$ cat src/rtl/core_pkg.sv
// Shared types and constants for the multi-cycle RV32I/RV32E core: FSM states,
// opcode/funct encodings, ALU operations and the ALU function itself.
package core_pkg;

  localparam int XLEN = 32;

  typedef enum logic [2:0] {
    S_FETCH, S_DECODE, S_EXECUTE, S_MEM, S_WB, S_TRAP
  } state_e;

  localparam logic [6:0] OP_R      = 7'b0110011;
  localparam logic [6:0] OP_I      = 7'b0010011;
  localparam logic [6:0] OP_LOAD   = 7'b0000011;
  localparam logic [6:0] OP_STORE  = 7'b0100011;
  localparam logic [6:0] OP_BRANCH = 7'b1100011;
  localparam logic [6:0] OP_JAL    = 7'b1101111;
  localparam logic [6:0] OP_SYSTEM = 7'b1110011;

  localparam logic [2:0] F3_ADD  = 3'd0;
  localparam logic [2:0] F3_SLL  = 3'd1;
  localparam logic [2:0] F3_SLT  = 3'd2;
  localparam logic [2:0] F3_SLTU = 3'd3;
  localparam logic [2:0] F3_XOR  = 3'd4;
  localparam logic [2:0] F3_SR   = 3'd5;
  localparam logic [2:0] F3_OR   = 3'd6;
  localparam logic [2:0] F3_AND  = 3'd7;
  localparam logic [2:0] F3_BEQ  = 3'd0;
  localparam logic [2:0] F3_BNE  = 3'd1;
  localparam logic [2:0] F3_W    = 3'd2;

  localparam logic [6:0] F7_BASE = 7'b0000000;
  localparam logic [6:0] F7_ALT  = 7'b0100000;

  localparam logic [31:0] INSN_ECALL  = 32'h0000_0073;
  localparam logic [31:0] INSN_EBREAK = 32'h0010_0073;

  typedef enum logic [3:0] {
    ALU_ADD, ALU_SUB, ALU_SLL, ALU_SLT, ALU_SLTU,
    ALU_XOR, ALU_SRL, ALU_SRA, ALU_OR, ALU_AND
  } alu_op_e;

  function automatic alu_op_e alu_decode(logic [2:0] f3, logic alt);
    alu_op_e op;
    case (f3)
      F3_ADD:  op = alt ? ALU_SUB : ALU_ADD;
      F3_SLL:  op = ALU_SLL;
      F3_SLT:  op = ALU_SLT;
      F3_SLTU: op = ALU_SLTU;
      F3_XOR:  op = ALU_XOR;
      F3_SR:   op = alt ? ALU_SRA : ALU_SRL;
      F3_OR:   op = ALU_OR;
      default: op = ALU_AND;
    endcase
    return op;
  endfunction

  function automatic logic [XLEN-1:0] alu_exec(alu_op_e op, logic [XLEN-1:0] x,
                                               logic [XLEN-1:0] y);
    logic [XLEN-1:0] r;
    case (op)
      ALU_SUB:  r = x - y;
      ALU_SLL:  r = x << y[4:0];
      ALU_SLT:  r = {31'b0, $signed(x) < $signed(y)};
      ALU_SLTU: r = {31'b0, x < y};
      ALU_XOR:  r = x ^ y;
      ALU_SRL:  r = x >> y[4:0];
      ALU_SRA:  r = $signed(x) >>> y[4:0];
      ALU_OR:   r = x | y;
      ALU_AND:  r = x & y;
      default:  r = x + y;
    endcase
    return r;
  endfunction

endpackage

$ cat src/rtl/mc_regfile.sv
// Architectural register file: NUM_REGS x 32, two async read ports, one
// synchronous write port; x0 always reads as zero and is never written.
module mc_regfile
  import core_pkg::*;
#(
  parameter int NUM_REGS = 32,
  parameter int AW       = 5
) (
  input  logic            clock,
  input  logic            reset,
  input  logic [AW-1:0]   raddr1,
  input  logic [AW-1:0]   raddr2,
  output logic [XLEN-1:0] rdata1,
  output logic [XLEN-1:0] rdata2,
  input  logic            we,
  input  logic [AW-1:0]   waddr,
  input  logic [XLEN-1:0] wdata
);

  logic [XLEN-1:0] regs_q [NUM_REGS];
  logic [XLEN-1:0] regs_d [NUM_REGS];

  always_comb begin
    regs_d = regs_q;
    if (we && waddr != '0) regs_d[waddr] = wdata;
  end

  always_ff @(posedge clock or posedge reset) begin
    if (reset) regs_q <= '{default: '0};
    else       regs_q <= regs_d;
  end

  assign rdata1 = (raddr1 == '0) ? '0 : regs_q[raddr1];
  assign rdata2 = (raddr2 == '0) ? '0 : regs_q[raddr2];

endmodule

$ cat src/rtl/multi_cycle_processor.sv
// Multi-cycle RV32I/RV32E-subset core on a single req/ready memory port.
// Define INSTRET_COUNTER_EN to add the retired-instruction counter output.
module multi_cycle_processor
  import core_pkg::*;
#(
  parameter logic [31:0] RESET_PC = 32'h0000_0000,
  parameter int          NUM_REGS = 32
) (
  input  logic        clock,
  input  logic        reset,
  output logic        mem_req,
  output logic        mem_we,
  output logic [31:0] mem_addr,
  output logic [31:0] mem_wdata,
  input  logic [31:0] mem_rdata,
  input  logic        mem_ready,
  output logic        halt,
  output logic        illegal
`ifdef INSTRET_COUNTER_EN
  ,
  output logic [31:0] instret
`endif
);

  localparam int  AW    = (NUM_REGS == 16) ? 4 : 5;
  localparam bit  RV32E = (NUM_REGS == 16);

  state_e          state_q, state_d;
  logic [31:0]     pc_q, pc_d, ir_q, ir_d, a_q, a_d, b_q, b_d;
  logic [31:0]     imm_q, imm_d, aluout_q, aluout_d, mdr_q, mdr_d;
  logic            illegal_q, illegal_d;

  logic [6:0]      opcode, f7;
  logic [2:0]      f3;
  logic [4:0]      rd, rs1, rs2;
  logic [31:0]     imm_sel;
  logic            legal, is_sys, use_rd, use_rs1, use_rs2, bad_idx;
  logic            is_store, is_jal, taken;
  alu_op_e         alu_op;
  logic            rf_we;
  logic [31:0]     rf_rdata1, rf_rdata2, rf_wdata;

  assign opcode   = ir_q[6:0];
  assign rd       = ir_q[11:7];
  assign f3       = ir_q[14:12];
  assign rs1      = ir_q[19:15];
  assign rs2      = ir_q[24:20];
  assign f7       = ir_q[31:25];
  assign is_store = (opcode == OP_STORE);
  assign is_jal   = (opcode == OP_JAL);
  assign taken    = (a_q == b_q) ^ f3[0];

  always_comb begin
    legal   = 1'b0;
    is_sys  = 1'b0;
    use_rd  = 1'b0;
    use_rs1 = 1'b0;
    use_rs2 = 1'b0;
    imm_sel = {{20{ir_q[31]}}, ir_q[31:20]};
    case (opcode)
      OP_R: begin
        legal   = (f7 == F7_BASE) || (f7 == F7_ALT && (f3 == F3_ADD || f3 == F3_SR));
        use_rd  = 1'b1; use_rs1 = 1'b1; use_rs2 = 1'b1;
      end
      OP_I: begin
        // shift-immediates reuse funct7 as the shift kind; only two encodings exist
        legal  = (f3 == F3_SLL) ? (f7 == F7_BASE) :
                 (f3 == F3_SR)  ? (f7 == F7_BASE || f7 == F7_ALT) : 1'b1;
        use_rd = 1'b1; use_rs1 = 1'b1;
      end
      OP_LOAD: begin
        legal  = (f3 == F3_W);
        use_rd = 1'b1; use_rs1 = 1'b1;
      end
      OP_STORE: begin
        legal   = (f3 == F3_W);
        use_rs1 = 1'b1; use_rs2 = 1'b1;
        imm_sel = {{20{ir_q[31]}}, ir_q[31:25], ir_q[11:7]};
      end
      OP_BRANCH: begin
        legal   = (f3 == F3_BEQ || f3 == F3_BNE);
        use_rs1 = 1'b1; use_rs2 = 1'b1;
        imm_sel = {{19{ir_q[31]}}, ir_q[31], ir_q[7], ir_q[30:25], ir_q[11:8], 1'b0};
      end
      OP_JAL: begin
        legal   = 1'b1;
        use_rd  = 1'b1;
        imm_sel = {{11{ir_q[31]}}, ir_q[31], ir_q[19:12], ir_q[20], ir_q[30:21], 1'b0};
      end
      OP_SYSTEM: begin
        is_sys = (ir_q == INSN_ECALL || ir_q == INSN_EBREAK);
        legal  = is_sys;
      end
      default: legal = 1'b0;
    endcase
    bad_idx = RV32E && ((use_rd && rd[4]) || (use_rs1 && rs1[4]) || (use_rs2 && rs2[4]));
  end

  always_comb begin
    if (opcode == OP_R || opcode == OP_I)
      alu_op = alu_decode(f3, ir_q[30] && (opcode == OP_R || f3 == F3_SR));
    else
      alu_op = ALU_ADD;
  end

  always_comb begin
    case (opcode)
      OP_LOAD: rf_wdata = mdr_q;
      OP_JAL:  rf_wdata = pc_q + 32'd4;
      default: rf_wdata = aluout_q;
    endcase
  end

  always_comb begin
    state_d   = state_q;
    pc_d      = pc_q;
    ir_d      = ir_q;
    a_d       = a_q;
    b_d       = b_q;
    imm_d     = imm_q;
    aluout_d  = aluout_q;
    mdr_d     = mdr_q;
    illegal_d = illegal_q;
    rf_we     = 1'b0;
    case (state_q)
      S_FETCH: begin
        if (mem_ready) begin
          ir_d    = mem_rdata;
          state_d = S_DECODE;
        end
      end
      S_DECODE: begin
        a_d   = rf_rdata1;
        b_d   = rf_rdata2;
        imm_d = imm_sel;
        if (!legal || bad_idx) begin
          illegal_d = 1'b1;
          state_d   = S_TRAP;
        end else if (is_sys) begin
          state_d   = S_TRAP;
        end else begin
          state_d   = S_EXECUTE;
        end
      end
      S_EXECUTE: begin
        aluout_d = alu_exec(alu_op, a_q, (opcode == OP_R) ? b_q : imm_q);
        case (opcode)
          OP_LOAD, OP_STORE: state_d = S_MEM;
          OP_BRANCH: begin
            pc_d    = taken ? pc_q + imm_q : pc_q + 32'd4;
            state_d = S_FETCH;
          end
          default: state_d = S_WB;
        endcase
      end
      S_MEM: begin
        if (mem_ready) begin
          if (is_store) begin
            pc_d    = pc_q + 32'd4;
            state_d = S_FETCH;
          end else begin
            mdr_d   = mem_rdata;
            state_d = S_WB;
          end
        end
      end
      S_WB: begin
        rf_we   = 1'b1;
        pc_d    = is_jal ? pc_q + imm_q : pc_q + 32'd4;
        state_d = S_FETCH;
      end
      S_TRAP:  state_d = S_TRAP;
      default: state_d = S_FETCH;
    endcase
  end

  always_ff @(posedge clock or posedge reset) begin
    if (reset) begin
      state_q   <= S_FETCH;
      pc_q      <= RESET_PC;
      ir_q      <= '0;
      a_q       <= '0;
      b_q       <= '0;
      imm_q     <= '0;
      aluout_q  <= '0;
      mdr_q     <= '0;
      illegal_q <= 1'b0;
    end else begin
      state_q   <= state_d;
      pc_q      <= pc_d;
      ir_q      <= ir_d;
      a_q       <= a_d;
      b_q       <= b_d;
      imm_q     <= imm_d;
      aluout_q  <= aluout_d;
      mdr_q     <= mdr_d;
      illegal_q <= illegal_d;
    end
  end

  // reset gates the request combinationally so an in-flight transfer dies at once
  assign mem_req   = (state_q == S_FETCH || state_q == S_MEM) && !reset;
  assign mem_we    = (state_q == S_MEM) && is_store;
  assign mem_addr  = (state_q == S_MEM) ? {aluout_q[31:2], 2'b00} : {pc_q[31:2], 2'b00};
  assign mem_wdata = b_q;
  assign halt      = (state_q == S_TRAP);
  assign illegal   = illegal_q;

  mc_regfile #(.NUM_REGS(NUM_REGS), .AW(AW)) u_rf (
    .clock  (clock),
    .reset  (reset),
    .raddr1 (rs1[AW-1:0]),
    .raddr2 (rs2[AW-1:0]),
    .rdata1 (rf_rdata1),
    .rdata2 (rf_rdata2),
    .we     (rf_we),
    .waddr  (rd[AW-1:0]),
    .wdata  (rf_wdata)
  );

`ifdef INSTRET_COUNTER_EN
  logic [31:0] instret_q, instret_d;
  logic        retire;

  assign retire = (state_q == S_WB) ||
                  (state_q == S_EXECUTE && opcode == OP_BRANCH) ||
                  (state_q == S_MEM && is_store && mem_ready);

  always_comb begin
    instret_d = instret_q;
    if (retire) instret_d = instret_q + 32'd1;
  end

  always_ff @(posedge clock or posedge reset) begin
    if (reset) instret_q <= '0;
    else       instret_q <= instret_d;
  end

  assign instret = instret_q;
`endif

endmodule

$ cat config.mk
export PLATFORM = sky130hd
export DESIGN_NAME = multi_cycle_processor
export DESIGN_NICKNAME = d
export VERILOG_FILES = /design/src/rtl/core_pkg.sv /design/src/rtl/mc_regfile.sv /design/src/rtl/multi_cycle_processor.sv
export SDC_FILE = /design/constraint.sdc
export NUM_CORES = 2
export LEC_CHECK = 0
export CAP_MARGIN = 20
export CORE_AREA = 4 4 365 367
export DETAILED_ROUTE_END_ITERATION = 8
export DIE_AREA = 0 0 369 371
export HOLD_SLACK_MARGIN = 0.05
export MAX_ROUTING_LAYER = met4
export PLACE_DENSITY = 0.75
export SLEW_MARGIN = 30
export SYNTH_ARGS = -nofsm -noshare
export SYNTH_HDL_FRONTEND = slang
export SYNTH_HIERARCHICAL = 1
export SYNTH_SLANG_ARGS = --single-unit
$ cat constraint.sdc
create_clock -name clock -period 81.8 [get_ports clock]
set_clock_uncertainty 0.2 [all_clocks]
set_input_delay 16.36 -clock clock [delete_from_list [all_inputs] [get_ports clock]]
set_output_delay 16.36 -clock clock [all_outputs]
set_load 0.05 [all_outputs]
==> impl_metrics.ini <==
[status]
status = completed

[clock_tree]
cts_tree = built
cts_hold_buf = 0
clkTransAtPathRegs_ps = 60
cts_resized = 0
htreeDepth = 4
clkLatencyLatePin_ps = 800
cts_setup_buffers = 0
cts_buffer_depth = 3
cts_buffers = 137
root_buffer = clkbuf_16
cts_num_sinks = 1241

[pwr]
intPower_mw = 1.48
switching_share = 0.479
pwr-share-clk = 0.225
p_sw_mw = 1.36
p_leak_nw = 37.6
pwr_density_cell_nw_per_um2 = 34.1
vdd_ir_drop_max_mv = 0.0288
seq_power_share = 0.269
finalPower_mw = 2.85
comb_power_share = 0.506

[sta]
setup_violations = 0
rsz0062_at_grt = no
worst_slew_pin_slew_ps = 1190
final-hold-violation-count = 0
setup_tns_ps = 0
clock.fmax_ghz = 0.0288
finalCriticalPeriod_ps = 34770
finalCritPeriodShare = 0.425
max_slew_margin = 0.203
hold_ws_ps = 198
finalMaxSlewViolations = 0

[setup_path]
crit_path_start_kind = input pin
path_delay_family = buffers and inverters
r2r-end = aluout_q[31]$_DFFE_PP0P_
critPathMaxStageDelay_ps = 860
crit_path_top_delay_cell = clkdlybuf4s50_1
worstSetupEndpointType = output port
cp_cell_sequence = clkdlybuf4s50_1, nor4b_1, clkdlybuf4s50_1
ff2ff_path_depth = 17
path_class = in2out
ff2ff_setup_slack_ps = 75060
cpMostUsedCell = clkdlybuf4s50_1
cp.required_ps = 65240
worstPathArrival_ps = 18210
worstPathMaxFanout = 3
crit_start = reset
cp_num_buf_inv = 2
timing.rr.start = ir_q[3]$_DFFE_PP0P_

[final_layout]
drive_above_1_share = 0.339
layout_commonest_cell = dfrtp_1
syn2layout_area_growth_pct = 9.49
final_cell_mix = dfrtp_1, mux2_2, mux4_2
nets = 6390

[routing]
m1WireLength_mm = 111
dr_wl_met2_mm = 132
vias_per_cell = 7.42
post_drt_wl_per_cell_um = 37.0
wl_met3_mm = 33.3
remaining_drc_errors = 0
antenna_left = 0
drt-initial-drc-count = 7738
drt_pre_antenna_iters = 6
routed_wl_mm = 300
num_vias = 60100
highest_layer = met4

[grt]
grt_pass1_vias = 59100
grtUsageTotal = 0.448
globalRouteOverflowTotal = 0
grt_max_degree = 133
grt_pass1_wl_mm = 429
antenna_found_initial = 25

[logic_synthesis]
syn_area_um2 = 76200
ys_types = 108
synth_edf_count = 0
synth_ff_type = dfrtp_1
yosysWarnings = 6
syn_inst = 6422
ys_async_sr_fraction = 1.00
ys_ff_latch = 1241
yosysSeqAreaShare = 0.407
syn_avg_cell_area_um2 = 11.9

[min_path]
min_from = u_rf/regs_q[1011]$_DFFE_PP0P_
hold_class = reg2reg
worstHoldEndpoint = u_rf/regs_q[1011]$_DFFE_PP0P_
hold_depth = 0

[floorplanning]
fp.dieW_um = 369
dieHeight_um = 371
start_util = 0.589
io_pins = 103
die_area_um2 = 137000
design.core.area_um2 = 129000
rows = 132

[flow_run]
maxCapViolCount = 0

[placement]
port_buffers = 100
post-dp-hpwl_mm = 198
gp_congestion = 1.08
[cells in the mapped netlist, types with 28 or more instances]
library cell,instances,area (um^2)
nand3_1,84,420
and2_1,31,194
o21ai_0,238,1190
o221ai_1,39,342
mux2i_1,365,3650
mux4_2,403,9080
buf_4,35,263
buf_2,105,526
xor2_1,57,499
a21oi_1,260,1300
nor2_1,251,942
nor4_1,47,294
a221oi_1,28,245
o211ai_1,46,345
a22oi_1,112,841
xnor2_1,52,455
nor3_1,88,440
a31oi_1,48,300
nand2_1,353,1330
a21o_1,43,323
buf_1,65,244
a211oi_1,61,458
mux2_2,1179,13300
a2111oi_0,35,307
nor2b_1,56,350
inv_1,111,417
buf_6,38,428
a22o_1,46,403
ha_1,122,1530
o22ai_1,56,350
dfrtp_1,1241,31100
clkbuf_1,364,1370
[metrics by stage]
| stage | area, um^2 | std cells | worst slack, ps | util |
|---|---|---|---|---|
| finish | 83500 | 8106 | 47030 | 0.645 |
| global route | 83500 | 8100 | 46960 | 0.645 |
| CTS | 83300 | 8076 | 47040 | 0.643 |
| detailed placement | 78700 | 7830 | 47050 | 0.608 |
| global placement | 78400 | 7822 | 47010 | 0.605 |
| floorplan | 76300 | 6423 | 36420 | - |
[worst register-to-register path, stage by stage (launching register included)]
cell       delay (ps)
dfrtp_1           420
nand4bb_4         490
nor2_4            740
nand2_1           430
nand2_1           190
inv_1              90
ha_1              550
nor2b_1           140
o21ai_0           170
nand2_1            70
a21o_1            230
a221o_1           410
a211o_1           280
a21oi_1           420
o21ai_1           300
and3b_1           250
or4_1             460
a31oi_1           700
[worst max path at each step]
stage,endpoint,slack [ps],cells after the start
after floorplan,u_rf/regs_q[0]$_DFFE_PP0P_,36420,1
after global placement,mem_req,47010,3
after detailed placement,mem_req,47050,3
after CTS,mem_req,47040,3
after global routing,mem_req,46960,3
final,mem_req,47030,3
[registers in the layout, summed over array words and instances (netlist names)]
name,flops
a_q,32
pc_q,32
imm_q,21
mem_wdata,32
state_q,3
aluout_q,32
mdr_q,32
ir_q,32
illegal,1
u_rf/regs_q,1024
[logic make-up after synthesis]
family / share of synthesized area
multiplexers: 0.341
AO/OA/AOI/OAI: 0.107
buffers and inverters: 0.0451
other: 0.0000492
adder cells (fa/ha/maj): 0.0205
flip-flops: 0.407
XOR/XNOR: 0.0125
AND/OR/NAND/NOR: 0.0662
[routing by layer]
layer	GRT usage	up-vias
met5	-	-
met4	0.308	0
met3	0.123	1105
met2	0.644	4153
met1	0.552	30900
li1	-	23900
[final cells by class]
cell class,count,area [um^2]
diodes,26,65.1
clock buffers,203,4060
clock inverters,43,561
fillers,9863,46000
inverters,116,450
multi-input cells,4447,42400
flip-flops and latches,1241,31100
well taps,1742,2180
repair buffers,288,2680
[power by group through the flow]
| stage | clock [mW] | combinational, mW | sequential (mW) |
|---|---|---|---|
| 3_5_place_dp | 0 | 1.38 | 0.772 |
| 6_report | 0.641 | 1.44 | 0.767 |
| 3_3_place_gp | 0 | 1.37 | 0.769 |
| 2_1_floorplan | 0 | 0.905 | 0.726 |
| 4_1_cts | 0.644 | 1.39 | 0.761 |
| 5_1_grt | 0.670 | 1.48 | 0.768 |
Note: power is estimated with default switching activity, not from simulation.
